## src/rtl/cordic_rr_scheduler.sv

```systemverilog
// Round-robin front end for a shared, fixed-latency pipelined CORDIC.
// Grants at most one requester per cycle. It registers the winner's operands
// into the pipe and carries each issue's owner tag down a delay line. The
// delay line is aligned to the pipe latency, so results can be routed back to
// the requester that issued them.
module cordic_rr_scheduler #(
  parameter int NREQ      = 4,
  parameter int DW        = 16,
  parameter int LATENCY   = 16,
  parameter int MAX_OUTST = 8
) (
  input  logic                 clk,
  input  logic                 reset,
  input  logic [NREQ-1:0]      req_valid,
  output logic [NREQ-1:0]      req_ready,
  input  logic [NREQ*DW-1:0]   req_x,
  input  logic [NREQ*DW-1:0]   req_y,
  input  logic [NREQ*DW-1:0]   req_z,
  output logic                 pipe_valid,
  output logic [DW-1:0]        pipe_x,
  output logic [DW-1:0]        pipe_y,
  output logic [DW-1:0]        pipe_z,
  input  logic                 res_valid,
  input  logic [DW-1:0]        res_x,
  input  logic [DW-1:0]        res_y,
  input  logic [DW-1:0]        res_z,
  output logic [NREQ-1:0]      rsp_valid,
  output logic [DW-1:0]        rsp_x,
  output logic [DW-1:0]        rsp_y,
  output logic [DW-1:0]        rsp_z,
  output logic                 busy,
  output logic                 err
);

  localparam int TW = $clog2(NREQ);
  localparam int CW = $clog2(MAX_OUTST + 1);

  logic [TW-1:0]   ptr_q, ptr_d;
  logic [CW-1:0]   cnt_q [NREQ];
  logic [CW-1:0]   cnt_d [NREQ];
  logic            pipe_valid_q, pipe_valid_d;
  logic [DW-1:0]   pipe_x_q, pipe_x_d;
  logic [DW-1:0]   pipe_y_q, pipe_y_d;
  logic [DW-1:0]   pipe_z_q, pipe_z_d;
  logic [TW-1:0]   pipe_tag_q, pipe_tag_d;
  logic [LATENCY-1:0] dl_v_q, dl_v_d;
  logic [TW-1:0]   dl_tag_q [LATENCY];
  logic [TW-1:0]   dl_tag_d [LATENCY];
  logic            err_q, err_d;

  logic [NREQ-1:0] eligible;
  logic [NREQ-1:0] elig_rot;
  logic            grant_found;
  logic [TW:0]     grant_sum;
  logic [TW-1:0]   grant_idx;
  logic            accept;
  logic [DW-1:0]   sel_x, sel_y, sel_z;
  logic            ret_v;
  logic [TW-1:0]   ret_tag;
  logic [NREQ-1:0] inc, dec;

  // Eligibility: requesting and still below the per-requester in-flight cap.
  always_comb begin
    eligible = '0;
    for (int i = 0; i < NREQ; i++)
      eligible[i] = req_valid[i] && (cnt_q[i] < CW'(MAX_OUTST));
  end

  // Rotate eligibility so bit 0 is the pointer slot, take the first hit, map back.
  always_comb begin
    elig_rot    = NREQ'({eligible, eligible} >> ptr_q);
    grant_found = 1'b0;
    grant_sum   = '0;
    for (int k = NREQ - 1; k >= 0; k--) begin
      if (elig_rot[k]) begin
        grant_found = 1'b1;
        grant_sum   = {1'b0, ptr_q} + (TW+1)'(k);
      end
    end
    if (grant_sum >= (TW+1)'(NREQ))
      grant_sum = grant_sum - (TW+1)'(NREQ);
    grant_idx = grant_sum[TW-1:0];
  end

  assign accept = grant_found & ~reset;

  // One-hot ready to the winner; nothing is granted while reset is held.
  always_comb begin
    req_ready = '0;
    if (accept)
      req_ready[grant_idx] = 1'b1;
  end

  // Operand select for the winning requester.
  always_comb begin
    sel_x = '0;
    sel_y = '0;
    sel_z = '0;
    for (int i = 0; i < NREQ; i++) begin
      if (grant_idx == TW'(i)) begin
        sel_x = req_x[i*DW +: DW];
        sel_y = req_y[i*DW +: DW];
        sel_z = req_z[i*DW +: DW];
      end
    end
  end

  // Pipe input register; operands hold their last value when nothing issues.
  always_comb begin
    pipe_valid_d = accept;
    pipe_x_d     = pipe_x_q;
    pipe_y_d     = pipe_y_q;
    pipe_z_d     = pipe_z_q;
    pipe_tag_d   = pipe_tag_q;
    ptr_d        = ptr_q;
    if (accept) begin
      pipe_x_d   = sel_x;
      pipe_y_d   = sel_y;
      pipe_z_d   = sel_z;
      pipe_tag_d = grant_idx;
      ptr_d      = (grant_idx == TW'(NREQ - 1)) ? '0 : grant_idx + TW'(1);
    end
  end

  // The tag follows pipe_valid through LATENCY stages, mirroring the CORDIC stages.
  always_comb begin
    dl_v_d      = {dl_v_q[LATENCY-2:0], pipe_valid_q};
    dl_tag_d[0] = pipe_tag_q;
    for (int k = 1; k < LATENCY; k++)
      dl_tag_d[k] = dl_tag_q[k-1];
  end

  assign ret_v   = dl_v_q[LATENCY-1];
  assign ret_tag = dl_tag_q[LATENCY-1];

  // Route a matched result to its owner; the data bus reads zero when no strobe.
  always_comb begin
    rsp_valid = '0;
    rsp_x     = '0;
    rsp_y     = '0;
    rsp_z     = '0;
    if (ret_v && res_valid) begin
      rsp_valid[ret_tag] = 1'b1;
      rsp_x = res_x;
      rsp_y = res_y;
      rsp_z = res_z;
    end
  end

  // Outstanding counters. A dropped result still retires its slot.
  always_comb begin
    inc = '0;
    dec = '0;
    for (int i = 0; i < NREQ; i++) begin
      inc[i]   = accept && (grant_idx == TW'(i));
      dec[i]   = ret_v && (ret_tag == TW'(i));
      cnt_d[i] = cnt_q[i];
      if (inc[i] && !dec[i])
        cnt_d[i] = cnt_q[i] + CW'(1);
      else if (!inc[i] && dec[i])
        cnt_d[i] = cnt_q[i] - CW'(1);
    end
  end

  // Sticky flag for any disagreement between expected and actual pipe output.
  always_comb begin
    err_d = err_q | (ret_v ^ res_valid);
  end

  // Busy while any requester has work in the pipe.
  always_comb begin
    busy = 1'b0;
    for (int i = 0; i < NREQ; i++)
      if (cnt_q[i] != '0)
        busy = 1'b1;
  end

  // State registers.
  always_ff @(posedge clk) begin
    if (reset) begin
      ptr_q        <= '0;
      pipe_valid_q <= 1'b0;
      pipe_x_q     <= '0;
      pipe_y_q     <= '0;
      pipe_z_q     <= '0;
      pipe_tag_q   <= '0;
      dl_v_q       <= '0;
      err_q        <= 1'b0;
      for (int k = 0; k < LATENCY; k++)
        dl_tag_q[k] <= '0;
      for (int i = 0; i < NREQ; i++)
        cnt_q[i] <= '0;
    end else begin
      ptr_q        <= ptr_d;
      pipe_valid_q <= pipe_valid_d;
      pipe_x_q     <= pipe_x_d;
      pipe_y_q     <= pipe_y_d;
      pipe_z_q     <= pipe_z_d;
      pipe_tag_q   <= pipe_tag_d;
      dl_v_q       <= dl_v_d;
      err_q        <= err_d;
      for (int k = 0; k < LATENCY; k++)
        dl_tag_q[k] <= dl_tag_d[k];
      for (int i = 0; i < NREQ; i++)
        cnt_q[i] <= cnt_d[i];
    end
  end

  assign pipe_valid = pipe_valid_q;
  assign pipe_x     = pipe_x_q;
  assign pipe_y     = pipe_y_q;
  assign pipe_z     = pipe_z_q;
  assign err        = err_q;

endmodule

```

## config.mk

```make
export PLATFORM = sky130hd
export DESIGN_NAME = cordic_rr_scheduler
export DESIGN_NICKNAME = d
export VERILOG_FILES = /design/src/rtl/cordic_rr_scheduler.sv
export SDC_FILE = /design/constraint.sdc
export NUM_CORES = 1
export LEC_CHECK = 0
export ABC_AREA = 1
export CAP_MARGIN = 20
export CORE_AREA = 2 2 137 139
export DETAILED_ROUTE_END_ITERATION = 6
export DIE_AREA = 0 0 139 141
export DONT_BUFFER_PORTS = 1
export PLACE_DENSITY = 0.57
export SLEW_MARGIN = 40
export SYNTH_ARGS = -nofsm -noshare
export SYNTH_HDL_FRONTEND = slang
export SYNTH_SLANG_ARGS = --single-unit
```

## constraint.sdc

```tcl
create_clock -name clk -period 4.1 [get_ports clk]
set_input_delay 0.41 -clock clk [delete_from_list [all_inputs] [get_ports clk]]
set_output_delay 0.41 -clock clk [all_outputs]
set_load 0.005 [all_outputs]
```

**After elaboration in Yosys (flattened, before gate mapping)**

Memory sizes are Yosys's and may differ from the RTL's.
Cells that the tools add are included.

- $add $sub $neg: 13
- Magnitude comparators: 9
- Eq/ne operators: 6
- Shift operators: 1
- Muxes and demuxes: 66
- Bitwise gates (word level): 24
- Reductions and logical operators: 37

Operators with widths:

| cell | number |
|---|---|
| $mux 16 | 15 |
| $mux 4 | 14 |
| $mux 2 | 18 |
| $logic_and 1x1->1 | 23 |
| $or 1x1->1 | 21 |
| $add 4x1->4 const B | 4 |
| $lt 4x4->1 const B | 4 |
| $reduce_bool 4->1 | 4 |
| $sub 4x1->4 const B | 4 |
| $mux 1 | 13 |
| $mux 3 | 4 |
| $eq 2x2->1 const B | 4 |
| $logic_not 1->1 | 8 |
| $shr 8x2->4 | 1 |
| $add 2x2->3 const B | 2 |
| $lt 2x3->1 const B | 2 |
| $demux 1 s2 | 2 |
| $eq 2x1->1 const B | 2 |
| $ge 2x1->1 const B | 2 |
| $logic_not 2->1 | 2 |
| $add 2x1->3 const B | 1 |
| $ge 3x3->1 const B | 1 |
| $add 2x1->2 const B | 1 |
| $sub 2x1->2 const B | 1 |
| 3 further kinds | 3 |

- Register bits after elaboration: 70
- Bits in writable memories: 48
- Input port bits: 247
- Output and inout bits: 107
- Logic and storage cells: 166
- Memories: 2

Memory list:

| name | depth | bits a word | rd ports | clocked after Yosys merged registers in | wr ports | RTL line | text |
|---|---|---|---|---|---|---|---|
| dl_tag_q | 16 | 2 | 16 | 0 | 16 | 47 | `logic [TW-1:0] dl_tag_q [LATENCY];` |
| cnt_q | 4 | 4 | 4 | 0 | 4 | 39 | `logic [CW-1:0] cnt_q [NREQ];` |

**Depth between registers and ports, before layout**

Gate-level depths: netlist of run 1.
An unclocked memory read counts as a cell.

- Depth in word-level cells: 17
- Mapped depth: 27
- Gate-level depth less buffers: 23

**Worst setup path before layout of run 1**

Ideal clock, no wire load.

- Path kind: register -> register
- From: reg ptr_q[0]
- To: mem cnt_q[2][3] (netlist name)
- Setup time: 0.058 ns
- Arrival time: 3.516 ns
- Data required time: 4.042 ns
- Path slack: 0.526 ns
- Stages on the path, launching flop included: 28
- Path buffers: 5
- Clock period less this slack: 3.574 ns
- Cell sequence: dfxtp_1 -> buf_6 -> inv_4 -> nand3_1 -> nand3_1 -> nand3b_1 -> nand2_1 -> inv_2 -> nand2_2 -> buf_4 -> buf_4 -> nand2_1 -> inv_1 -> ha_1 -> inv_1 -> clkbuf_1 -> clkbuf_1 -> nor2_1 -> ha_1 -> inv_1 -> ha_1 -> nand2_1 -> nand2_1 -> a21oi_1 -> o21ai_0 -> a21o_1 -> a21oi_1 -> o21a_1

RTL lines:

| what | RTL line | text |
|---|---|---|
| from (decl) | 38 | `logic [TW-1:0] ptr_q, ptr_d;` |
| from (signal assigned) | 194 | `ptr_q <= ptr_d;` |
| to (decl) | 39 |  |

==> results of run 1 <==
==> routing by layer <==
layer	routed length, um	part of all wire	vias up
li1	-	-	3239
met1	8320	0.39	2889
met2	10800	0.50	307
met3	1710	0.080	34
met4	687	0.032	0
met5	0	0	-
==> power by group <==
part	internal [mW]	total, mW	switching, mW
Sequential	1.44	1.70	0.253
Clock	0.799	1.41	0.612
Combinational	1.53	4.75	3.23
Total	3.77	7.86	4.09
==> sequential cells by signal, indices dropped and copies added, names as in the netlist <==
signal / flops
dl_v_q: 16
ptr_q: 2
pipe_tag_q: 2
dl_tag_q: 32
pipe_x: 16
pipe_z: 16
pipe_valid: 1
err: 1
pipe_y: 16
cnt_q: 16
==> synthesized netlist by cell type <==
library cell and count:
nand3_1 113, fa_1 4, nor2_1 71, nand2_1 274, buf_6 3, dfxtp_1 118, inv_1 174, nand3_2 2
buf_2 15, nand2_2 4, xor2_1 8, xnor2_1 1, buf_1 7, nor4_1 4, o21a_1 4, nor3_1 4
nand3b_1 1, inv_4 1, o22ai_1 2, ha_1 16, a21oi_1 62, a21o_1 4, o21ai_0 58, nand4_1 49
clkbuf_1 41, buf_4 2, inv_2 5
==> kinds of logic (layout without fill, tap and decap cells) <==
group           Yosys count  in the layout  synth area share
simple gates            522            522             0.341
buf+inv                 248            229             0.148
compound gates          130            130             0.101
flops                   118            118             0.356
fa+ha+maj                20             20            0.0422
xor+xnor                  9              9            0.0119
other cells               0              1                 0
==> critical path, cell delays in order (launching register included) <==
cell and delay [ns]:
dfxtp_1 0.51, inv_4 0.08, nand3_2 0.10, nand2_2 0.07
nand2_2 0.07, buf_4 0.49, nand2_1 0.24, inv_1 0.10
ha_2 0.17, inv_1 0.05, nor2_1 0.14, ha_1 0.20
inv_1 0.09, ha_1 0.27, nand2_1 0.06, nand2_1 0.04
a21oi_1 0.16, o21ai_0 0.10, a21o_1 0.17, a21oi_1 0.12
o21a_1 0.12
==> worst max-delay path by stage <==
stage | slack (ns) | from | to
2_1_floorplan | 0.53 | ptr_q[0] | cnt_q[2][3]
3_3_place_gp | 0.79 | ptr_q[0] | cnt_q[2][3]
3_5_place_dp | 0.74 | ptr_q[0] | cnt_q[2][3]
4_1_cts | 0.72 | ptr_q[0] | cnt_q[2][3]
5_1_grt | 0.38 | ptr_q[0] | cnt_q[2][3]
6_report | 0.69 | ptr_q[0] | cnt_q[2][3]
==> area by class of cell <==
class	count	area share
Multi-Input combinational cell	681	0.452
Clock inverter	15	0.0182
Timing Repair Buffer	17	0.0174
Antenna cell	1	0.000341
Sequential cell	118	0.322
Inverter	180	0.0924
Tap cell	234	0.0399
Clock buffer	17	0.0579
==> results.md, run 1 <==
* WP data arrival at 3.76 ns
* Status: completed
* RR Endpoint: cnt_q[2][3]
* Finished Core Util at 0.402
* Routed wire length at between 20000 and 25000 um
* Nets@finish at 1282
* GPL Wtd Cong at 0.850
* Tcrit/Tclk final at 0.831
* # setup viols final at 0
* Clk_skew at 0.00876 ns
* # DRC at 0
* I/O Buffers at 0
* Initial antenna violation count at 1
* Top Ports at 354
* Unrepaired setup endpoints after global routing: false
* Crit. End Element: register
* Final setup TNS at 0 ns
* Post-CTS sizing at 0
* CTS Buf Count at 17
* Static power due to leakage at 3.82 nW
* Area occupied by multi-input gates at about 3300 sq um
* R2r setup slk at approximately 0.69 ns
* Starting DRC count in detailed routing at 327
* CTS Root Cell: clkbuf_16
* Clk_lat worst skew at 0.41 ns
* Final Hold Vio Count at 0
* Initial Util at 0.364
* Core footprint at 18300 sq um
* Busiest grt layer: met2
* Slew headroom at 0.590
* Sequential fraction of the synthesis area at 0.356
* WL/cell at 17.1 um
* Fillers at 1982
* DR vias/cell at 5.12
* CP startpoint kind: register
* Warning count from the yosys run at 0
* Seq cells post-synth at 118
* Peak VDD IR at 0.749 mV
* Actual slew at the worst max-slew pin at 0.615 ns
* Mapped Cells at ~1000
* Fin cells at approximately 1300
* Worst hold start: reset
* Worst Setup Path Type: register to register
* Sink Count at 118
* Met2 usage at 0.359
* FP Rows at 50
* Post-synthesis cell area at 6640 sq um
* DRT Pass-1 Iters at 6
* Tot GR Track Use at 0.208
* Slack of the critical path at 0.695 ns
* Most frequent cells in the layout: 274 x nand2_1, 174 x inv_1, 118 x dfxtp_1, 113 x nand3_1, 69 x nor2_1
* Post-synthesis average cell area at 6.34 sq um
* Die Span X at 139 um
* Total Power at 7.86 mW
* P per Cell Area at 1070 nW/um^2
* CTS tree: yes
* Largest net degree at the start of global routing at 68
* Fmax at 294 MHz
* Min Tclk post-route at 3.41 ns
* Cell total after placement at between 1000 and 1500
* Leading area contributor after synthesis: dfxtp_1
* Met1 Use GR at 0.233
* Post-synth cell types at 27
* Crit Reg-Reg Startpoint: ptr_q[0]
* Final Cell Area at ~7300 sq um
* Mapped Nets at 1314
* Hold Crit Depth at 1
* GR Overflow Total at 0
* Via count at 6469
* Vias in the first global route at 5907
* Max Root-Sink Buffers at 2
* Critical Path RT at ~4.5 ns
* Grt met3 use at 0.0693
* Share of layout cells above drive strength 1 at 0.0642
* Maxcap violations at 0
* Critical path fanouts, max at 50
* Placed cell areas at between 6000 and 7000 sq um
* Worst min path class: input port to register
* Register Area at 2360 sq um
* Largest cells by area after synthesis: dfxtp_1 36%, nand2_1 15%, inv_1 9.8%
* Post-synth top area share at 0.356
* Die ar. at 19600 sq um
* Chip height at around 140 um
* Clock Pin Slew Worst Setup and Hold Paths at 0.06 ns
* First-pass GRT wire length at 31800 um
* HPWL after DPL at ~16000 um
* Hold endpoint: cnt_q[2][1]
* Area Overhead vs Synth at 10.6%
* Max-slew violations at 0
* Pre-CTS setup slack at 0.742 ns
* Worst R2R Path Depth at 20
* Commonest non-fill, non-tap cell in the layout: nand2_1
* CTS Hold Bufs at 0
* Postcts setup bufs at 0
* H-tree depth at 4
* Antenna-violating nets left at 0
* Min Hold Slack at 0.0655 ns
No activity file was read; power rests on OpenSTA's default activity.
==> run 2, diff against run 1 <==
- ABC_AREA: 1 -> 0
- CORE_AREA: 2 2 137 139 -> 2 2 138 140
- DIE_AREA: 0 0 139 141 -> 0 0 140 142
- clock period: 4.1 -> 3.4 ns (I/O delays scaled with it)
==> results.md, run 2 <==
* P per Cell Area at 878 nW/um^2
* Cell at the slowest stage of the critical path: dfxtp_1
* Post-synthesis cell area at 6760 sq um
* Crit path buffers/inverters at 1
* Worst hold start: reset
* Seq cells post-synth at 118
* Clock Pin Slew Worst Setup and Hold Paths at 0.06 ns
* Commonest non-fill, non-tap cell in the layout: dfxtp_1
* R2r setup slk at 0.24 ns
* Critical Path RT at 3.70 ns
* Top Ports at 354
* Largest net degree at the start of global routing at 97
* Asr flop ratio synth at 0
* Grt met3 use at 0.0653
* Initial Util at 0.366
* GPL Wtd Cong at 0.825
* Mapped Nets at 1087
* Via count at 5791
* Final setup TNS at 0 ns
* DR vias/cell at ~5.6
* RR Endpoint: cnt_q[0][3]
* Worst min path class: input port to register
* Maxcap violations at 0
* Fmax at 316 MHz
* Post-synth EDFFs at 0
* H-tree depth at 4
* I/O Buffers at 0
* Pre-CTS setup slack at about 0.25 ns
* Sink Count at 118
* Area Overhead vs Synth at 10.5%
* HPWL after DPL at 14400 um
* Busiest grt layer: met2
* Status: complete, but fails checks
* Crit path top cell by count: ha_1
* Antenna-violating nets left at 0
* Clk_lat worst skew at 0.41 ns
* Critical path fanouts, max at 5
* Static power due to leakage at 2.76 nW
* Max incr delay on CP at between 0.3 and 0.4 ns
* CP cell instances: nand2b_2 -> a21boi_0 -> o21a_1 -> or2_2 -> ha_2 -> and2_1 -> ha_1 -> inv_1 -> ha_1 -> a21o_1 -> a21oi_1 -> mux2i_1 -> mux2_2
* # setup viols final at 0
* Nets@finish at 1043
* CTS tree: yes
* DRT Pass-1 Iters at 7
* CTS Root Cell: clkbuf_16
* Share of layout cells above drive strength 1 at 0.0938
* Met1 Use GR at 0.212
* Fin cells at 1026
* First-pass GRT wire length at 30800 um
* Worst R2R Path Depth at 13
* Pint at 3.96 mW
* Hold endpoint: dl_tag_q[0][0]
* Top cells by count, synth: 118 x dfxtp_1, 104 x a21oi_1, 101 x nor2b_1, 56 x inv_1
* Sw Ratio at 0.396
* Gate power share at 0.419
* Vias in the first global route at 5557
* Hold Crit Depth at 1
* Crit Reg-Reg Startpoint: cnt_q[1][3]
* Sequential fraction of the synthesis area at 0.350
* Most numerous cell in the Yosys netlist: dfxtp_1
* Die ar. at 19900 sq um
* Leading area contributor after synthesis: dfxtp_1
* # DRC at 25
* WL/cell at 19.9 um
* Unrepaired setup endpoints after global routing: false
* Worst Setup Path Type: register to register
* Routed wire length at about 20000 um
* Mapped Cells at 820
* Tcrit/Tclk final at 0.930
* Tot GR Track Use at 0.199
* GR Overflow Total at 0
* Post-synth top area share at 0.350
* CP startpoint kind: register
* Failing checks: design-rule violations
* Min Tclk post-route at roughly 3.2 ns
* Starting DRC count in detailed routing at 271
* CTS Buf Count at 17
* Post-synthesis average cell area at approximately 8.2 sq um
* Max Root-Sink Buffers at 2
* Peak VDD IR at between 0.3 and 0.4 mV
* Register name with the most flops: dl_tag_q
* Ys flop type: dfxtp_1
* Crit. End Element: register
* Sequential power share at 0.316
* Clk_skew at 0.0119 ns
* WP data arrival at 3.46 ns
* Met2 usage at 0.356
* Max-slew violations at 0
* Final Hold Vio Count at 0
* Die Span X at 140 um
* CP delay by family, top: simple AND/OR/NAND/NOR gates
* Slack of the critical path at 0.237 ns
* Core footprint at roughly 18000 sq um
* Chip height at 142 um
* Slew headroom at 0.528
* Sw power at between 2 and 3 mW
* Max reg flops at 32
* Post-synth cell types at 45
* Actual slew at the worst max-slew pin at 0.700 ns
* Warning count from the yosys run at 0
* Largest cells by area after synthesis: dfxtp_1 35%, nor2b_1 9.4%, a21oi_1 7.7%
* Cell total after placement at 987
* Most frequent cells in the layout: 118 x dfxtp_1, 104 x a21oi_1, 101 x nor2b_1, 55 x inv_1
* FP Rows at 50
* Initial antenna violation count at 5
* Clock Power Share at 0.265
-- run 2: changes by cell type after synthesis, moves of 10 or more --
cell,change
nand4_1,-47
nand3_1,-112
o311ai_1,+14
a21oi_1,+42
o221ai_1,+40
nand2_1,-222
nor2b_1,+101
nand3b_1,+50
o221ai_2,+10
o21ai_0,-57
nor2_1,-34
inv_1,-118
o311ai_0,+34
and2_1,+52
-- run 2: how the worst max path moves through the flow --
stage | startpoint | endpoint | depth (start not counted)
6_report | cnt_q[1][3] | cnt_q[0][3] | 13
4_1_cts | cnt_q[1][3] | cnt_q[1][3] | 13
5_1_grt | cnt_q[1][3] | cnt_q[1][3] | 13
3_5_place_dp | cnt_q[1][3] | cnt_q[1][3] | 13
3_3_place_gp | cnt_q[1][3] | cnt_q[1][3] | 13
2_1_floorplan | cnt_q[3][3] | cnt_q[1][3] | 16
-- run 2: per-stage QoR --
step | util | hold slack (ns) | power (mW) | cell area, sq um
2_1_floorplan | - | 0.405 | 4.20 | 6780
6_report | 0.404 | 0.0331 | 6.56 | 7460
5_1_grt | 0.404 | 0.0161 | 7.07 | 7460
3_3_place_gp | 0.371 | 0.417 | 4.81 | 6840
3_5_place_dp | 0.371 | 0.421 | 4.83 | 6850
4_1_cts | 0.404 | 0.0154 | 6.63 | 7460
-- run 2: per-layer routing --
| layer | part of all wire | up-vias | wire length (um) |
|---|---|---|---|
| li1 | - | 2788 | - |
| met5 | 0 | - | 0 |
| met3 | 0.085 | 39 | 1730 |
| met4 | 0.036 | 0 | 741 |
| met2 | 0.50 | 284 | 10200 |
| met1 | 0.38 | 2680 | 7710 |
-- run 2: cell families after synthesis --
group / Yosys count / share of synthesized area
AO/OA/AOI/OAI: 215 / 0.228
XOR/XNOR: 8 / 0.0104
adder cells (fa/ha/maj): 20 / 0.0415
buffers and inverters: 136 / 0.0841
flip-flops: 118 / 0.350
multiplexers: 13 / 0.0202
AND/OR/NAND/NOR: 310 / 0.266
-- run 2: final cells by class --
| class | count | area (sq um) |
|---|---|---|
| inverters | 57 | 214 |
| clock inverters | 12 | 120 |
| repair buffers | 16 | 154 |
| multi-input cells | 566 | 3860 |
| fillers | 1883 | 11000 |
| flip-flops and latches | 118 | 2360 |
| diodes | 3 | 7.51 |
| well taps | 234 | 293 |
| clock buffers | 20 | 457 |
-- run 2: power groups by stage --
| stage | clock [mW] | combinational [mW] | sequential [mW] |
|---|---|---|---|
| 3_5_place_dp | 0 | 2.73 | 2.11 |
| 6_report | 1.74 | 2.75 | 2.07 |
| 3_3_place_gp | 0 | 2.70 | 2.11 |
| 2_1_floorplan | 0 | 2.23 | 1.98 |
| 4_1_cts | 1.79 | 2.76 | 2.08 |
| 5_1_grt | 1.86 | 3.09 | 2.12 |
-- run 2: timing repair --
action | in CTS | in global routing
hold endpoints to repair | 12 | 0
gates resized for setup | 0 | 0
hold buffers | 4 | 0
setup buffers | 0 | 0
